**src/rtl/cla_pkg.sv**
```systemverilog
// Shared constants and the 4-bit lookahead helper for the pipelined CLA subtractor.
package cla_pkg;

  localparam int unsigned WIDTH_DEF = 32;
  localparam int unsigned HALF      = WIDTH_DEF / 2;

  localparam logic [WIDTH_DEF-1:0] SAT_POS = {1'b0, {(WIDTH_DEF-1){1'b1}}};
  localparam logic [WIDTH_DEF-1:0] SAT_NEG = {1'b1, {(WIDTH_DEF-1){1'b0}}};

  // Carries c[0..4] of a 4-bit group; c[4] with cin=0 is the group generate.
  function automatic logic [4:0] lookahead4(input logic [3:0] g, input logic [3:0] p,
                                            input logic cin);
    logic [4:0] c;
    c[0] = cin;
    c[1] = g[0] | (p[0] & cin);
    c[2] = g[1] | (p[1] & g[0]) | (p[1] & p[0] & cin);
    c[3] = g[2] | (p[2] & g[1]) | (p[2] & p[1] & g[0]) | (p[2] & p[1] & p[0] & cin);
    c[4] = g[3] | (p[3] & g[2]) | (p[3] & p[2] & g[1]) | (p[3] & p[2] & p[1] & g[0])
         | (&p & cin);
    return c;
  endfunction

endpackage

```
**src/rtl/cla_sub_32_bit_if.sv**
```systemverilog
// Valid/ready operand and result bundle for cla_sub_32_bit.
interface cla_sub_32_bit_if
  import cla_pkg::*;
#(
  parameter int unsigned WIDTH = WIDTH_DEF
);
  logic             in_valid;
  logic             in_ready;
  logic [WIDTH-1:0] a;
  logic [WIDTH-1:0] b;
  logic             bin;
  logic             out_valid;
  logic             out_ready;
  logic [WIDTH-1:0] diff;
  logic             bout;
  logic             ovf;
  logic             zero;

  modport master (
    output in_valid, a, b, bin, out_ready,
    input  in_ready, out_valid, diff, bout, ovf, zero
  );

  modport slave (
    input  in_valid, a, b, bin, out_ready,
    output in_ready, out_valid, diff, bout, ovf, zero
  );
endinterface

```
**src/rtl/cla_16_bit.sv**
```systemverilog
// Two-level carry-lookahead adder built from 4-bit groups: sum = x + y + cin.
module cla_16_bit
  import cla_pkg::*;
#(
  parameter int unsigned W = HALF
) (
  output logic [W-1:0] sum,
  output logic         cout,
  input  logic [W-1:0] x,
  input  logic [W-1:0] y,
  input  logic         cin
);
  localparam int unsigned NG = W / 4;

  logic [W-1:0]  g, p, c;
  logic [NG-1:0] gg, gp;
  logic [NG:0]   gc;
  logic [4:0]    t;

  always_comb begin
    g  = x & y;
    p  = x ^ y;
    gg = '0;
    gp = '0;
    gc = '0;
    c  = '0;
    t  = '0;
    for (int unsigned k = 0; k < NG; k++) begin
      t     = lookahead4(g[4*k +: 4], p[4*k +: 4], 1'b0);
      gg[k] = t[4];
      gp[k] = &p[4*k +: 4];
    end
    gc[0] = cin;
    for (int unsigned k = 0; k < NG; k++) begin
      gc[k+1] = gg[k] | (gp[k] & gc[k]);
    end
    for (int unsigned k = 0; k < NG; k++) begin
      t            = lookahead4(g[4*k +: 4], p[4*k +: 4], gc[k]);
      c[4*k +: 4]  = t[3:0];
    end
  end

  assign sum  = p ^ c;
  assign cout = gc[NG];
endmodule

```
**src/rtl/cla_sub_32_bit.sv**
```systemverilog
// Two-stage pipelined subtractor diff = a - b - bin with borrow, overflow and zero flags.
// Optional SUB_SAT_EN: signed saturation of diff on overflow, applied in stage 2.
module cla_sub_32_bit
  import cla_pkg::*;
#(
  parameter int unsigned WIDTH = WIDTH_DEF
) (
  input  logic             clk,
  input  logic             rst_n,
  cla_sub_32_bit_if.slave  bus
);
  localparam int unsigned H = WIDTH / 2;

  logic             adv1, adv2;
  logic             s1_valid;
  logic [H-1:0]     s1_lo, s1_a_hi, s1_nb_hi;
  logic             s1_c;
  logic [WIDTH-1:0] nb;
  logic             cin_lo;
  logic [H-1:0]     lo_sum, hi_sum;
  logic             lo_cout, hi_cout;
  logic [WIDTH-1:0] raw, res;
  logic             a_msb, b_msb, ovf_c;

  assign adv2         = !bus.out_valid || bus.out_ready;
  assign adv1         = !s1_valid || adv2;
  assign bus.in_ready = adv1;

  // a - b - bin == a + ~b + ~bin; the final carry is the inverted borrow.
  assign nb     = ~bus.b;
  assign cin_lo = ~bus.bin;

  cla_16_bit #(.W(H)) u_lo (
    .sum (lo_sum),
    .cout(lo_cout),
    .x   (bus.a[H-1:0]),
    .y   (nb[H-1:0]),
    .cin (cin_lo)
  );

  cla_16_bit #(.W(H)) u_hi (
    .sum (hi_sum),
    .cout(hi_cout),
    .x   (s1_a_hi),
    .y   (s1_nb_hi),
    .cin (s1_c)
  );

  always_comb begin
    raw   = {hi_sum, s1_lo};
    a_msb = s1_a_hi[H-1];
    b_msb = ~s1_nb_hi[H-1];
    ovf_c = (a_msb != b_msb) && (raw[WIDTH-1] != a_msb);
    res   = raw;
`ifdef SUB_SAT_EN
    if (ovf_c) res = a_msb ? SAT_NEG : SAT_POS;
`endif
  end

  always_ff @(posedge clk or negedge rst_n) begin
    if (!rst_n) begin
      s1_valid <= 1'b0;
      s1_lo    <= '0;
      s1_a_hi  <= '0;
      s1_nb_hi <= '0;
      s1_c     <= 1'b0;
    end else if (adv1) begin
      s1_valid <= bus.in_valid;
      if (bus.in_valid) begin
        s1_lo    <= lo_sum;
        s1_a_hi  <= bus.a[WIDTH-1:H];
        s1_nb_hi <= nb[WIDTH-1:H];
        s1_c     <= lo_cout;
      end
    end
  end

  always_ff @(posedge clk or negedge rst_n) begin
    if (!rst_n) begin
      bus.out_valid <= 1'b0;
      bus.diff      <= '0;
      bus.bout      <= 1'b0;
      bus.ovf       <= 1'b0;
      bus.zero      <= 1'b0;
    end else if (adv2) begin
      bus.out_valid <= s1_valid;
      if (s1_valid) begin
        bus.diff <= res;
        bus.bout <= ~hi_cout;
        bus.ovf  <= ovf_c;
        bus.zero <= (res == '0);
      end
    end
  end
endmodule

```
**src/flat_wrapper.sv**
```systemverilog
// flat-port wrapper written by rule: the top's interface ports become plain ports
module cla_sub_32_bit_flat import cla_pkg::*;
#(
  parameter int unsigned WIDTH = WIDTH_DEF
)
  (clk, rst_n, bus_in_valid, bus_a, bus_b, bus_bin, bus_out_ready, bus_in_ready, bus_out_valid, bus_diff, bus_bout, bus_ovf, bus_zero);
  cla_sub_32_bit_if #(.WIDTH(WIDTH)) bus_i ();
  input  logic clk;
  input  logic rst_n;
  input wire logic [$bits(bus_i.in_valid)-1:0] bus_in_valid;
  input wire logic [$bits(bus_i.a)-1:0] bus_a;
  input wire logic [$bits(bus_i.b)-1:0] bus_b;
  input wire logic [$bits(bus_i.bin)-1:0] bus_bin;
  input wire logic [$bits(bus_i.out_ready)-1:0] bus_out_ready;
  output wire logic [$bits(bus_i.in_ready)-1:0] bus_in_ready;
  output wire logic [$bits(bus_i.out_valid)-1:0] bus_out_valid;
  output wire logic [$bits(bus_i.diff)-1:0] bus_diff;
  output wire logic [$bits(bus_i.bout)-1:0] bus_bout;
  output wire logic [$bits(bus_i.ovf)-1:0] bus_ovf;
  output wire logic [$bits(bus_i.zero)-1:0] bus_zero;
  assign bus_i.in_valid = bus_in_valid;
  assign bus_i.a = bus_a;
  assign bus_i.b = bus_b;
  assign bus_i.bin = bus_bin;
  assign bus_i.out_ready = bus_out_ready;
  assign bus_in_ready = bus_i.in_ready;
  assign bus_out_valid = bus_i.out_valid;
  assign bus_diff = bus_i.diff;
  assign bus_bout = bus_i.bout;
  assign bus_ovf = bus_i.ovf;
  assign bus_zero = bus_i.zero;
  cla_sub_32_bit #(.WIDTH(WIDTH)) u_core (.clk(clk), .rst_n(rst_n), .bus(bus_i));
endmodule
```
**config.mk**
```make
export PLATFORM = sky130hd
export DESIGN_NAME = cla_sub_32_bit_flat
export DESIGN_NICKNAME = d
export VERILOG_FILES = /design/src/rtl/cla_pkg.sv /design/src/rtl/cla_sub_32_bit_if.sv /design/src/rtl/cla_16_bit.sv /design/src/rtl/cla_sub_32_bit.sv /design/src/flat_wrapper.sv
export SDC_FILE = /design/constraint.sdc
export NUM_CORES = 1
export LEC_CHECK = 0
export CAP_MARGIN = 25
export CORE_ASPECT_RATIO = 0.75
export CORE_MARGIN = 4
export CORE_UTILIZATION = 40
export DETAILED_ROUTE_END_ITERATION = 10
export PLACE_DENSITY = 0.71
export SLEW_MARGIN = 20
export SYNTH_ARGS = -nofsm -noshare
export SYNTH_HDL_FRONTEND = slang
export SYNTH_SLANG_ARGS = --single-unit
```
**constraint.sdc**
```tcl
create_clock -name clk -period 6.6 [get_ports clk]
set_input_delay 0.66 -clock clk [delete_from_list [all_inputs] [get_ports clk]]
set_output_delay 0.66 -clock clk [all_outputs]
set_load 0.005 [all_outputs]
```
==> impl_metrics.csv <==
group,metric,value,unit
global_route,grt_usage,16.5,%
clock_tree,htreeDepth,3,
global_route,grtUsageMet2,25.0,%
global_route,grt_pass1_vias,3487,
worst_hold_path,hold_class,"in -> async",
yosys,synthDistinctLibCells,43,
routing,remaining_drc_errors,0,
routing,routedWlPerCell,15.1,um
power,power_leakage,2.72,nW
sta,finClkSkew,7.55,ps
clock_tree,cts_resized,0,
layout,regArea,0.00215,mm^2
global_route,use_met1,23.3,%
yosys,syn-num-nets,545,
power,p_sw,0.000580,W
sta,setup_viol,0,
worst_setup_path,cp_max_fo,4,
clock_tree,cts_buffers,9,
routing,drt-vias-per-instance,5.09,
clock_tree,post_cts_buffers,0,
layout,nFillCells,952,
power,pwr-share-clk,29.9,%
clock_tree,cts_hold_buf,0,
die,initial_utilization,41.5,%
sta,drv_slew,0,
sta,final.min_clock_period,3430,ps
layout,drive_gt1_share,11.7,%
die,fp.dieArea,0.0133,mm^2
global_route,antenna_found_initial,0,
worst_setup_path,required,6870,ps
layout,final_common_cell,"clkdlybuf4s50_1",
power,seq_power_share,37.7,%
clock_tree,clock_latency,340,ps
sta,tns,0,ps
yosys,ys_ff_latch,86,
place,port_buffers,105,
yosys,ys_warn_count,0,
sta,tightest_slew,795,ps
yosys,synth_area_leaders,"dfrtp_1 (47%), ha_1 (8.7%), mux2_2 (8.6%)",
die,io_pins,106,
sta,hold_violations,0,
yosys,synth_top_area_share,46.9,%
routing,routed-via-count,3486,
die,core-area,0.0111,mm^2
power,ir_drop,0.207,mV
routing,final_antenna_net_count,0,
power,cellPowerDensity,322,mW/mm^2
place,gp_congestion,0.865,
clock_tree,cts.clk_slew.worst_paths,60,ps
worst_setup_path,cp-start-kind,"flop",
sta,max_slew_margin,47.0,%
yosys,avgSynthCellArea,10.5,um^2
yosys,synth_top_area_cell,"dfrtp_1",
yosys,yosysSeqAreaShare,46.9,%
place,place.detailed.hpwl,7970,um
routing,drtIter0Drc,108,
yosys,async_flop_share,100,%
global_route,grt_remaining_overflow,0,
status,status,"finished clean",
sta,finalCritPeriodShare,52.0,%
yosys,netlist_instances,436,
routing,totalWireLength,10300,um
power,intPower,0.00141,W
power,combPwrFrac,32.3,%
yosys,synth_area,0.00459,mm^2
global_route,busiest_layer,"met2",
place,dp_slack,3150,ps
sta,rsz0062_at_grt,"no",
layout,n_antenna_cell,0,
yosys,ys.flop_type,"dfrtp_1",
layout,final_nets,649,
global_route,grt_max_degree,87,
sta,layout_setup_ws,3170,ps
die,rows,33,
sta,fmax,0.291,GHz
yosys,synth-edff-count,0,
worst_setup_path,end_kind,"flop",
clock_tree,numClockSinks,86,
die,die_x,132,um
clock_tree,clock_path_buffers,2,
worst_setup_path,arrival,3700,ps
layout,most-common-layout-cells,"clkdlybuf4s50_1 (104), dfrtp_1 (86), nand2_1 (59)",
die,dieHeight,101,um
layout,area_delta_synth_final,34.5,%
clock_tree,root_buffer,"clkbuf_16",
layout,multi_input_area,0.00228,mm^2
global_route,grt_first_pass_wirelength,17500,um
job,cap_violations,0,
routing,drt-pass1-iter-count,4,
power,switching_share,29.2,%
worst_setup_path,worst-setup-path-type,"reg -> reg",
global_route,grtUsageMet3,4.79,%
clock_tree,cts_tree,"built",
-- layer usage --
| metal | vias to the layer above | share of wire (%) |
|---|---|---|
| met2 | 92 | 43 |
| met4 | 0 | 1.1 |
| met3 | 9 | 6.1 |
| li1 | 1739 | - |
| met5 | - | 0 |
| met1 | 1646 | 50 |
-- cell families after synthesis --
kind of cell	Yosys count	synth area share (%)
compound gates	95	12.8
fa+ha+maj	40	12.2
buf+inv	43	3.52
simple gates	116	11.9
flops	86	46.9
mux	36	8.81
xor+xnor	20	3.82
-- through the flow --
| stage | util (%) | hold slack, ps | total power, W | instance area (um^2) | instances |
|---|---|---|---|---|---|
| after floorplan | - | 364 | 0.00107 | 4590 | 436 |
| after global placement | 52.1 | 464 | 0.00139 | 5770 | 667 |
| after detailed placement | 52.3 | 470 | 0.00141 | 5790 | 668 |
| after CTS | 55.5 | 327 | 0.00201 | 6140 | 684 |
| after global routing | 55.8 | 356 | 0.00211 | 6170 | 685 |
| final | 55.8 | 312 | 0.00199 | 6170 | 685 |
-- critical path, stage by stage, from the launching register on --
cell,delay (ps)
dfrtp_1,390
ha_1,310
a211oi_1,280
nor2_1,130
a21oi_1,310
a21o_1,250
o21ai_0,150
fa_1,530
nor4b_1,260
nand4_1,130
nor4_1,300
o2111ai_1,150
o21ai_0,150
-- worst paths after layout --
kind,from,to,slack (ps),cells after the start
setup / recovery,u_core.s1_nb_hi[0]$_DFFE_PN0P_,u_core.bus.zero$_DFFE_PN0P_,3170,12
hold / removal,rst_n,u_core.bus.diff[2]$_DFFE_PN0P_,310,1
setup reg to reg,u_core.s1_nb_hi[0]$_DFFE_PN0P_,u_core.bus.zero$_DFFE_PN0P_,3170,12
hold reg to reg,u_core.bus.bout$_DFFE_PN0P_,u_core.bus.bout$_DFFE_PN0P_,480,2
max in group asynchronous,rst_n,u_core.bus.ovf$_DFFE_PN0P_,5660,2
min in group clk,u_core.bus.bout$_DFFE_PN0P_,u_core.bus.bout$_DFFE_PN0P_,480,2
-- registers in the layout, indices dropped and copies added, names as in the netlist --
signal,flops
u_core.s1_a_hi,16
u_core.bus.ovf,1
u_core.bus.zero,1
u_core.bus.out_valid,1
u_core.s1_valid,1
u_core.s1_lo,16
u_core.bus.bout,1
u_core.bus.diff,32
u_core.s1_nb_hi,16
u_core.s1_c,1
-- cells in the mapped netlist (8+ instances only) --
| library cell | n |
|---|---|
| clkbuf_1 | 10 |
| nor2_1 | 11 |
| nand2_1 | 61 |
| dfrtp_1 | 86 |
| mux2_2 | 35 |
| o21ai_0 | 47 |
| nor3_1 | 9 |
| inv_1 | 28 |
| a21oi_1 | 13 |
| xor2_1 | 13 |
| fa_1 | 8 |
| ha_1 | 32 |
-- area by class of cell --
| class | instances | area share [%] |
|---|---|---|
| clock buffers | 10 | 3.87 |
| multi-input cells | 307 | 36.9 |
| well taps | 140 | 2.84 |
| flip-flops and latches | 86 | 34.9 |
| clock inverters | 6 | 1.89 |
| repair buffers | 108 | 17.9 |
| inverters | 28 | 1.70 |
-- power by group through the flow --
stage	Clock, W	Sequential [W]	Combinational, W
after floorplan	0	0.000742	0.000333
after global placement	0	0.000755	0.000631
after detailed placement	0	0.000760	0.000645
after CTS	0.000609	0.000751	0.000649
after global routing	0.000628	0.000767	0.000715
final	0.000595	0.000750	0.000643
Note: power is estimated with default switching activity, not from simulation.
